===== config.mk =====
export PLATFORM = sky130hd
export DESIGN_NAME = dispatch_router
export DESIGN_NICKNAME = d
export VERILOG_FILES = /design/src/rtl/dispatch_router.sv
export SDC_FILE = /design/constraint.sdc
export NUM_CORES = 1
export LEC_CHECK = 0
export CORE_ASPECT_RATIO = 1.5
export CORE_MARGIN = 10
export CORE_UTILIZATION = 38
export DETAILED_ROUTE_END_ITERATION = 7
export GPL_TIMING_DRIVEN = 1
export PLACE_DENSITY_LB_ADDON = 0.3
export SETUP_SLACK_MARGIN = 0.02
export SYNTH_ARGS = -nofsm -noshare
export SYNTH_HDL_FRONTEND = slang
export SYNTH_SLANG_ARGS = --single-unit

===== constraint.sdc =====
create_clock -name clk -period 4.4 [get_ports clk]
set_clock_uncertainty 0.1 [all_clocks]
set_input_delay 0.44 -clock clk [delete_from_list [all_inputs] [get_ports clk]]
set_output_delay 0.44 -clock clk [all_outputs]
set_load 0.05 [all_outputs]

===== src/rtl/dispatch_router.sv =====
// Single-entry dispatch stage: holds one renamed packet and steers it to exactly one
// of NUM_FU reservation-station channels, paired atomically with a ROB tag allocation.

module dispatch_lane #(
  parameter int DATA_W = 64
) (
  input  logic              hold_valid,
  input  logic              sel,
  input  logic              sel_ok,
  input  logic              rs_ready,
  input  logic [DATA_W-1:0] hold_data,
  output logic              rs_valid,
  output logic [DATA_W-1:0] rs_data,
  output logic              lane_fire
);
  assign rs_valid  = hold_valid && sel && sel_ok;
  assign rs_data   = hold_data;
  assign lane_fire = rs_valid && rs_ready;
endmodule

module dispatch_router #(
  parameter int NUM_FU = 3,
  parameter int DATA_W = 64,
  parameter int TAG_W  = 4,
  parameter int PIPE   = 1,
  parameter int CNT_W  = 32
) (
  input  logic                     clk,
  input  logic                     reset,
  input  logic                     valid_in,
  output logic                     ready_in,
  input  logic [NUM_FU-1:0]        fu_sel_in,
  input  logic [DATA_W-1:0]        data_in,
  output logic [NUM_FU-1:0]        rs_valid_out,
  output logic [NUM_FU*DATA_W-1:0] rs_data_out,
  output logic [TAG_W-1:0]         rs_tag_out,
  input  logic [NUM_FU-1:0]        rs_ready_in,
  input  logic                     rob_alloc_ready,
  input  logic [TAG_W-1:0]         rob_alloc_tag,
  output logic                     rob_alloc_valid,
  input  logic                     flush,
  output logic                     err_illegal,
  output logic [CNT_W-1:0]         stall_cycles
);

  typedef struct packed {
    logic [NUM_FU-1:0] sel;
    logic [DATA_W-1:0] data;
  } pkt_t;

  logic              hold_valid;
  pkt_t              hold;
  logic              sel_ok;
  logic              fire;
  logic              accept;
  logic              legal;
  logic [NUM_FU-1:0] lane_fire;

  function automatic logic is_onehot(input logic [NUM_FU-1:0] v);
    return (v != '0) && ((v & (v - NUM_FU'(1))) == '0);
  endfunction

  // ROB back-pressure and flush gate every channel at once, keeping RS and ROB in lockstep
  assign sel_ok = rob_alloc_ready && !flush;

  for (genvar g = 0; g < NUM_FU; g++) begin : g_lane
    dispatch_lane #(.DATA_W(DATA_W)) u_lane (
      .hold_valid(hold_valid),
      .sel       (hold.sel[g]),
      .sel_ok    (sel_ok),
      .rs_ready  (rs_ready_in[g]),
      .hold_data (hold.data),
      .rs_valid  (rs_valid_out[g]),
      .rs_data   (rs_data_out[g*DATA_W +: DATA_W]),
      .lane_fire (lane_fire[g])
    );
  end

  assign fire            = |lane_fire;
  assign rob_alloc_valid = fire;
  assign rs_tag_out      = rob_alloc_tag;

  // PIPE=0 breaks the downstream-ready to upstream-ready path at the cost of a bubble
  if (PIPE != 0) begin : g_pipe
    assign ready_in = !reset && !flush && (!hold_valid || fire);
  end else begin : g_nopipe
    assign ready_in = !reset && !flush && !hold_valid;
  end

  assign accept = valid_in && ready_in;
  assign legal  = is_onehot(fu_sel_in);

  always_ff @(posedge clk or posedge reset) begin
    if (reset) begin
      hold_valid   <= 1'b0;
      hold         <= '0;
      err_illegal  <= 1'b0;
      stall_cycles <= '0;
    end else begin
      err_illegal <= accept && !legal;
      if (flush) begin
        hold_valid <= 1'b0;
      end else if (accept && legal) begin
        hold_valid <= 1'b1;
        hold.sel   <= fu_sel_in;
        hold.data  <= data_in;
      end else if (fire) begin
        hold_valid <= 1'b0;
      end
      if (hold_valid && !fire && !flush && (stall_cycles != '1))
        stall_cycles <= stall_cycles + CNT_W'(1);
    end
  end

endmodule

======== Yosys cells after proc, flatten, opt, wreduce, memory -nomap -nowiden ========
Index checks and enable logic that the tools add are counted.
storage, ports and cells
  bits in registers ....................... 101
  bits in latches ......................... 0
  RAM bits ................................ 0
  ROM bits ................................ 0
  input port bits ......................... 79
  output and inout port bits .............. 234
  memories ................................ 0
cells by class
  $add $sub $neg .......................... 2
  $mul .................................... 0
  div/mod/pow operators ................... 0
  order comparisons ....................... 0
  eq/ne operators ......................... 1
  shifts and indexed selects .............. 0
  muxes and demuxes ....................... 3
  bitwise operators ....................... 2
  reduce and logical (&&, ||, !) cells .... 30
operators by type and width
  cell                                                                number
  32-bit by 1-bit adder with 32-bit output, second input constant     1
  32-bit inequality test, second input constant                       1
  1-bit logical AND                                                   19
  3-bit nonzero test                                                  2
  1-bit logical NOT                                                   5
  3-bit AND                                                           1
  3-bit logical NOT                                                   1
  1-bit two-way mux                                                   3
  3-bit OR reduction                                                  1
  3-bit by 1-bit subtractor with 3-bit output, second input constant  1
  2-bit AND reduction                                                 1
  1-bit logical OR                                                    1
  1-bit inverter                                                      1

======== Logic depth before layout (Yosys ltp) ========
Gate-level depths: netlist of run 1.
  depth in word-level cells ............... 11
  mapped depth ............................ 8

======== Hierarchy ========
Synthesis of run 1 repeated with hierarchy kept, for this count alone.
second synthesis, totals
  cells, all modules ...................... 510
  area, all modules ....................... 5855.6 µm²
modules (own cells, without submodules)
  module           times used  cells an instance  area each (µm²)  sequential area each (µm²)
  dispatch_router  1           312                4365.4           2527.4
  dispatch_lane    3           66                 496.7            0.0

======== Worst setup path before layout of run 1 ========
Ideal clock, no wire load.
  path type ............................... input to register
  start ................................... input rs_ready_in[0]
  end ..................................... register hold[10] in the netlist's numbering
  arrival time ............................ 2.553 ns
  required time ........................... 4.175 ns
  setup slack ............................. 1.622 ns
  stages on the path ...................... 8
  buffers on the path ..................... 3
  cell sequence ........................... a222oi_1 > nand2b_1 > a211oi_2 > and3_1 > buf_6 > buf_6 > buf_6 > mux2_4
between the ends
  longest elaborated chain between the ends .. 7
RTL lines
  item                                  line  text
  start: declaration                    37    input logic [NUM_FU-1:0] rs_ready_in,
  1-bit logical AND                     18    assign lane_fire = rs_valid && rs_ready;
  3-bit OR reduction                    79    assign fire = |lane_fire;
  1-bit logical OR                      85    assign ready_in = !reset && !flush && (!hold_valid || fire);
  1-bit logical AND                     85
  via ready_in                          31    output logic ready_in,
  1-bit logical AND                     90    assign accept = valid_in && ready_in;
  1-bit logical AND                     103   end else if (accept && legal) begin
  2-bit AND reduction (no source line)  -
  end: declaration                      52    pkt_t hold;
The timed path passes the listed nets, and every way through them passes these cells.
A chain may end at the register's enable or synchronous reset.

======== Worst setup path in the final report of run 1 ========
  start ................................... input rs_ready_in[0]
  end ..................................... output ready_in
between the ends
  longest elaborated chain between the ends .. 4
RTL lines
  item                line
  1-bit logical AND   18
  3-bit OR reduction  79
  1-bit logical OR    85
  1-bit logical AND   85
  end: declaration    31
No other way between the ends.

==> results.cfg, run 1 <==
[placement]
gp_congestion = 0.851
pre_cts_slack_ns = 1.20
port_buffers = 304
hpwl_mm = 13.4

[drt]
drt_iter0_drc = 131
firstDrtPassIters = 4
routedWlPerCell_um = 21.0
vias = 3723
drc = 0
via_per_inst = 4.75
routed_wl_mm = 16.5
ant_nets = 0

[clocking]
clk_path_buf_depth = 2
post-cts-setup-buffers = 0
cts_buffers = 9
clk_latency_ns = 0.33
cts_root_buf = clkbuf_16
htreeDepth = 3
cts_tree = done
path_clk_slew_ns = 0.07
cts.repair.resized = 0
clock_sinks = 101
cts.hold.buffers_added = 0

[critical_path]
arrival_ns = 2.58
worst-r2r-cell-count = 5
end_kind = output port
path_max_fanout = 5
critPathCapture = ready_in
rrSetupSlack_ns = 1.69
reg2reg_to = hold[52]$_DFFE_PP0P_
startpoint = rs_ready_in[0]
crit_path_start_kind = primary input
criticalPathCategory = primary input to output port
crit_required_ns = 3.86
r2r_start = hold[64]$_DFFE_PP0P_

[global_routing]
overflow = 0
track_usage_pct = 16.2
grt_pass1_vias = 3947
grt_pass1_wl_mm = 24.0
grt_max_degree = 75
antenna_found_initial = 0

[timing]
slew_headroom_pct = 30.5
fin_setup_tns_ns = 0
finalCritPeriodShare_pct = 71.0
rsz0062_at_grt = no
setup_violations = 0
clock.fmax_mhz = 320
min_period_ns = 3.12
hold_viol = 0
slew_violations = 0
worst_slack_ns = 1.28
worst_pin_slew_ns = 1.04

[run]
cap_violations = 0

[synthesis]
yosysUniqueCellTypes = 38
seq_area_frac_synth_pct = 47.8
synth.top_cell.area_share_pct = 47.8
synth_seq_cells = 101
syn_nets = 526
ys_warn_count = 0
yosysTopAreaCell = dfrtp_1
mappedNetlistArea_sq_um = 5290
postSynthAreaPerCell_sq_um = 11.9
syn_inst = 446
synthTopCellsByArea = dfrtp_1 (48%), buf_4 (19%), mux2_2 (11%)

[floorplanning]
fp-row-count = 52
die_h_um = 164
die_w_um = 116
ioPinCount = 313
initial_utilization_pct = 38.9
core-area_sq_um = 13600
die-area_sq_um = 19100

[final_layout]
fill_cells = 1147
syn_to_final_growth_pct = 46.4
n_antenna_cell = 0
drive_gt1_share_pct = 14.3
fin_nets = 697

[pwr]
cellLeakagePower_nw = 3.23
p_per_area_nw_per_um2 = 710
peakVddDrop_mv = 0.351

[min_path]
hp-class = register to register

[run_status]
outcome = complete, no violations
[cells in the final DEF, fill, tap and decap left out, types with 2 or more instances in the layout]
master	Yosys	final
nand4_1	12	12
and4_1	3	3
nand3_1	5	5
xnor2_1	16	16
mux2_4	19	19
inv_1	6	5
nor2_1	14	14
nand2_1	16	16
clkinvlp_4	0	3
a31oi_1	3	3
clkdlybuf4s50_1	0	304
nor4_1	3	3
and3_1	8	7
o21ai_0	3	3
and2_1	3	3
mux2_2	50	50
nor3_1	7	7
nor3b_1	2	2
dfrtp_1	101	101
nor4b_1	2	2
xor2_1	13	13
clkbuf_16	0	9
[stage by stage]
| step | power, mW | hold WS, ns | instances | instance area, sq um | utilization (%) |
|---|---|---|---|---|---|
| floorplan | 4.01 | 0.394 | 446 | 5290 | - |
| global placement | 4.77 | 0.379 | 768 | 7460 | 54.9 |
| detailed placement | 4.81 | 0.388 | 768 | 7460 | 54.9 |
| CTS | 5.56 | 0.399 | 784 | 7740 | 56.9 |
| global route | 5.68 | 0.420 | 784 | 7740 | 56.9 |
| finish | 5.49 | 0.396 | 784 | 7740 | 56.9 |
[sequential cells by signal (all words and copies together) (netlist names)]
signal        cells
err_illegal       1
hold             67
hold_valid        1
stall_cycles     32
[worst min-delay path by stage]
stage | startpoint | endpoint | cells past startpoint
after floorplan | hold[64]$_DFFE_PP0P_ | hold[64]$_DFFE_PP0P_ | 1
after global placement | stall_cycles[6]$_DFFE_PP0P_ | stall_cycles[6]$_DFFE_PP0P_ | 1
after detailed placement | stall_cycles[6]$_DFFE_PP0P_ | stall_cycles[6]$_DFFE_PP0P_ | 1
after CTS | stall_cycles[6]$_DFFE_PP0P_ | stall_cycles[6]$_DFFE_PP0P_ | 1
after global routing | stall_cycles[6]$_DFFE_PP0P_ | stall_cycles[6]$_DFFE_PP0P_ | 1
final | stall_cycles[6]$_DFFE_PP0P_ | stall_cycles[6]$_DFFE_PP0P_ | 1
[logic make-up (layout without fill, tap and decap cells)]
family	count (synthesis)	count (layout)	share of synthesized area, %
buf+inv	151	327	21.0
flops	101	101	47.8
simple gates	81	81	8.21
mux	69	69	16.0
xor+xnor	29	29	4.80
compound gates	14	14	1.94
fa+ha+maj	1	1	0.237
[routing by layer]
| metal | vias up | GRT usage, % | part of all wire, % |
|---|---|---|---|
| met1 | 1829 | 15.8 | 33 |
| met3 | 10 | 6.17 | 10 |
| met4 | 0 | 4.34 | 1.0 |
| met5 | - | 0 | 0 |
| met2 | 181 | 30.5 | 55 |
| li1 | 1703 | - | - |
[power breakdown]
group | internal, mW | switching, mW
Sequential | 1.12 | 0.228
Combinational | 1.10 | 2.30
Clock | 0.399 | 0.334
[critical path, cell delays in order]
cell and delay, ns:
clkdlybuf4s50_1 0.40, a222oi_1 0.65, nand2b_1 0.26, a211oi_2 0.11, clkdlybuf4s50_1 0.73
[cell type report]
| class | count | area [sq um] | share of cell area (%) |
|---|---|---|---|
| Inverter | 6 | 25.0 | 0.323 |
| Clock inverter | 5 | 36.3 | 0.469 |
| Multi-Input combinational cell | 194 | 1660 | 21.4 |
| Clock buffer | 11 | 243 | 3.14 |
| Sequential cell | 101 | 2530 | 32.6 |
| Tap cell | 162 | 203 | 2.62 |
| Timing Repair Buffer | 305 | 3050 | 39.4 |
[synth_stat cells, drive strengths merged]
library cell / count
a211o: 1
a211oi: 1
a21oi: 1
a222oi: 1
a31oi: 3
and2: 3
and3: 8
and4: 3
buf: 143
clkbuf: 2
dfrtp: 101
ha: 1
inv: 6
mux2: 69
nand2: 16
nand2b: 1
nand3: 5
nand3b: 1
nand4: 12
nor2: 14
nor2b: 1
nor3: 7
nor3b: 2
nor4: 3
nor4b: 2
o2111a: 1
o2111ai: 1
o21a: 1
o21ai: 4
or2: 1
or3: 1
or4: 1
xnor2: 16
xor2: 13
(Power assumes the default switching activity.)
==> run 2, diff against run 1 <==
--- a/config.mk
+++ b/config.mk
@@ -7,7 +7,7 @@
 export LEC_CHECK = 0
 export CORE_ASPECT_RATIO = 1.5
 export CORE_MARGIN = 10
-export CORE_UTILIZATION = 38
+export CORE_UTILIZATION = 35
 export DETAILED_ROUTE_END_ITERATION = 7
 export GPL_TIMING_DRIVEN = 1
 export PLACE_DENSITY_LB_ADDON = 0.3
==> constraint.sdc (replaced) <==
create_clock -name clk -period 2.69 [get_ports clk]
set_clock_uncertainty 0.1 [all_clocks]
set_input_delay 0.269 -clock clk [delete_from_list [all_inputs] [get_ports clk]]
set_output_delay 0.269 -clock clk [all_outputs]
set_load 0.05 [all_outputs]
==> run 2 against run 1 <==
Against the previous run:
- via count up 0.56%
- clock power grew 60%
- combinational power up 64%
- total power is 63% higher
- count of clock-buffer cells in the layout is 1 lower
- highest routed layer unchanged
- final cell count up 5.6%
- critical path depth rose by 1
- non-clock buffer count increased by 8
- routed wire length is 0.16% higher
==> results.cfg, run 2 (synthesized netlist as in run 1, its figures left out) <==
[run_status]
outcome = complete, no violations

[drt]
drt_iter0_drc = 143
via_per_inst = 4.52
drc = 0
ant_nets = 0
vias = 3744
routedWlPerCell_um = 19.9
routed_wl_mm = 16.5
firstDrtPassIters = 4

[placement]
gp_congestion = 0.914
hpwl_mm = 13.6
port_buffers = 304

[timing]
hold_viol = 0
rsz0062_at_grt = no
min_period_ns = 2.22
fin_setup_tns_ns = 0
clock.fmax_mhz = 450
slew_violations = 0
slew_headroom_pct = 58.7
finalCritPeriodShare_pct = 82.6
worst_pin_slew_ns = 0.613
setup_violations = 0

[final_layout]
largest_reg_flops = 67
syn_to_final_growth_pct = 49.3
n_antenna_cell = 0
mostFrequentLayoutCell = clkdlybuf4s50_1
drive_gt1_share_pct = 16.1
top_register = hold
fin_nets = 705
largestRegisters = hold x67, stall_cycles x32
final_cell_mix = clkdlybuf4s50_1 (299), dfrtp_1 (101), mux2_2 (50)

[global_routing]
met1_usage_pct = 15.3
use_met3_pct = 4.85
track_usage_pct = 15.4
grt_pass1_wl_mm = 24.7
grt_pass1_vias = 4091
overflow = 0
grt_max_degree = 62
antenna_found_initial = 0
met2_usage_pct = 28.8
top_usage_layer = met2

[floorplanning]
die-area_sq_um = 20500
core-area_sq_um = 14900
fp-row-count = 55
die_w_um = 120
ioPinCount = 313
die_h_um = 171
initial_utilization_pct = 35.4

[critical_path]
end_kind = register
crit_path_start_kind = register
path_max_fanout = 9
cp_top_family = simple AND/OR/NAND/NOR gates
crit_required_ns = 2.85
cp_slowest_cell = dfrtp_1
worstPathCellList = ha_1 > and2_1 > and4_1 > and3_1 > nor4b_1 > xor2_1
critical-path-max-stage-delay_ns = 0.42
path_buf_inv = 0
criticalPathCategory = register to register
rrSetupSlack_ns = 0.47
arrival_ns = 2.39

[pwr]
p_int_mw = 4.29
cellLeakagePower_nw = 3.28
peakVddDrop_mv = 0.559
p_sw_mw = 4.69
total_power_mw = 8.97
pwr-share-seq_pct = 24.5
comb_power_share_pct = 62.4
p_per_area_nw_per_um2 = 1140
clkPwrFrac_pct = 13.1
p_sw_share_pct = 52.2

[clocking]
cts.repair.resized = 0
clk_path_buf_depth = 2
cts_buffers = 9
clock_sinks = 101
cts_root_buf = clkbuf_16
cts.hold.buffers_added = 0
clk_latency_ns = 0.34
htreeDepth = 3
path_clk_slew_ns = 0.07
cts_tree = done
post-cts-setup-buffers = 0

[run]
cap_violations = 0

[min_path]
hp-class = primary input to async pin
run 2: final cells by class:
type	count	area (sq um)
sequential	101	2530
clock buffer	10	229
timing repair buffer	313	3160
fill	1310	7040
multi-input combinational	194	1660
clock inverter	5	36.3
inverter	6	26.3
tap	199	249
run 2: routing by layer:
metal / part of all wire (%) / wire [um] / vias to the layer above
met5: 0 / 0 / -
met4: 1.5 / 244 / 0
met3: 7.4 / 1220 / 16
met2: 56 / 9250 / 159
met1: 35 / 5800 / 1839
li1: - / - / 1730
run 2: worst paths after layout:
check,cells after the start,end,from
max in group asynchronous,3,hold[34]$_DFFE_PP0P_,reset
min reg2reg,1,stall_cycles[10]$_DFFE_PP0P_,stall_cycles[10]$_DFFE_PP0P_
min in group clk,1,stall_cycles[10]$_DFFE_PP0P_,stall_cycles[10]$_DFFE_PP0P_
max reg2reg,6,stall_cycles[8]$_DFFE_PP0P_,stall_cycles[0]$_DFFE_PP0P_
min,3,stall_cycles[6]$_DFFE_PP0P_,reset
max,6,stall_cycles[8]$_DFFE_PP0P_,stall_cycles[0]$_DFFE_PP0P_
run 2: through the flow:
step / instance area, sq um / util [%] / worst slack [ns] / std cells / hold WS, ns
6_report: 7890 / 52.9 / 0.468 / 828 / 0.357
5_1_grt: 7890 / 52.9 / 0.295 / 828 / 0.381
4_1_cts: 7890 / 52.9 / 0.463 / 828 / 0.361
3_5_place_dp: 7630 / 51.1 / 0.181 / 813 / 0.386
3_3_place_gp: 7630 / 51.1 / 0.233 / 813 / 0.380
2_1_floorplan: 5300 / - / 0.217 / 446 / 0.277
run 2: worst min-delay path, cell delays in order:
cell and delay (ns):
clkdlybuf4s50_1 0.50, clkinvlp_4 0.16, buf_12 0.23
run 2: power by group through the flow:
stage,Combinational (mW),Sequential [mW],Clock (mW)
after floorplan,3.34,3.23,0
after global placement,5.61,2.23,0
after detailed placement,5.65,2.25,0
after CTS,5.65,2.22,1.22
after global routing,5.74,2.28,1.28
final,5.60,2.20,1.17
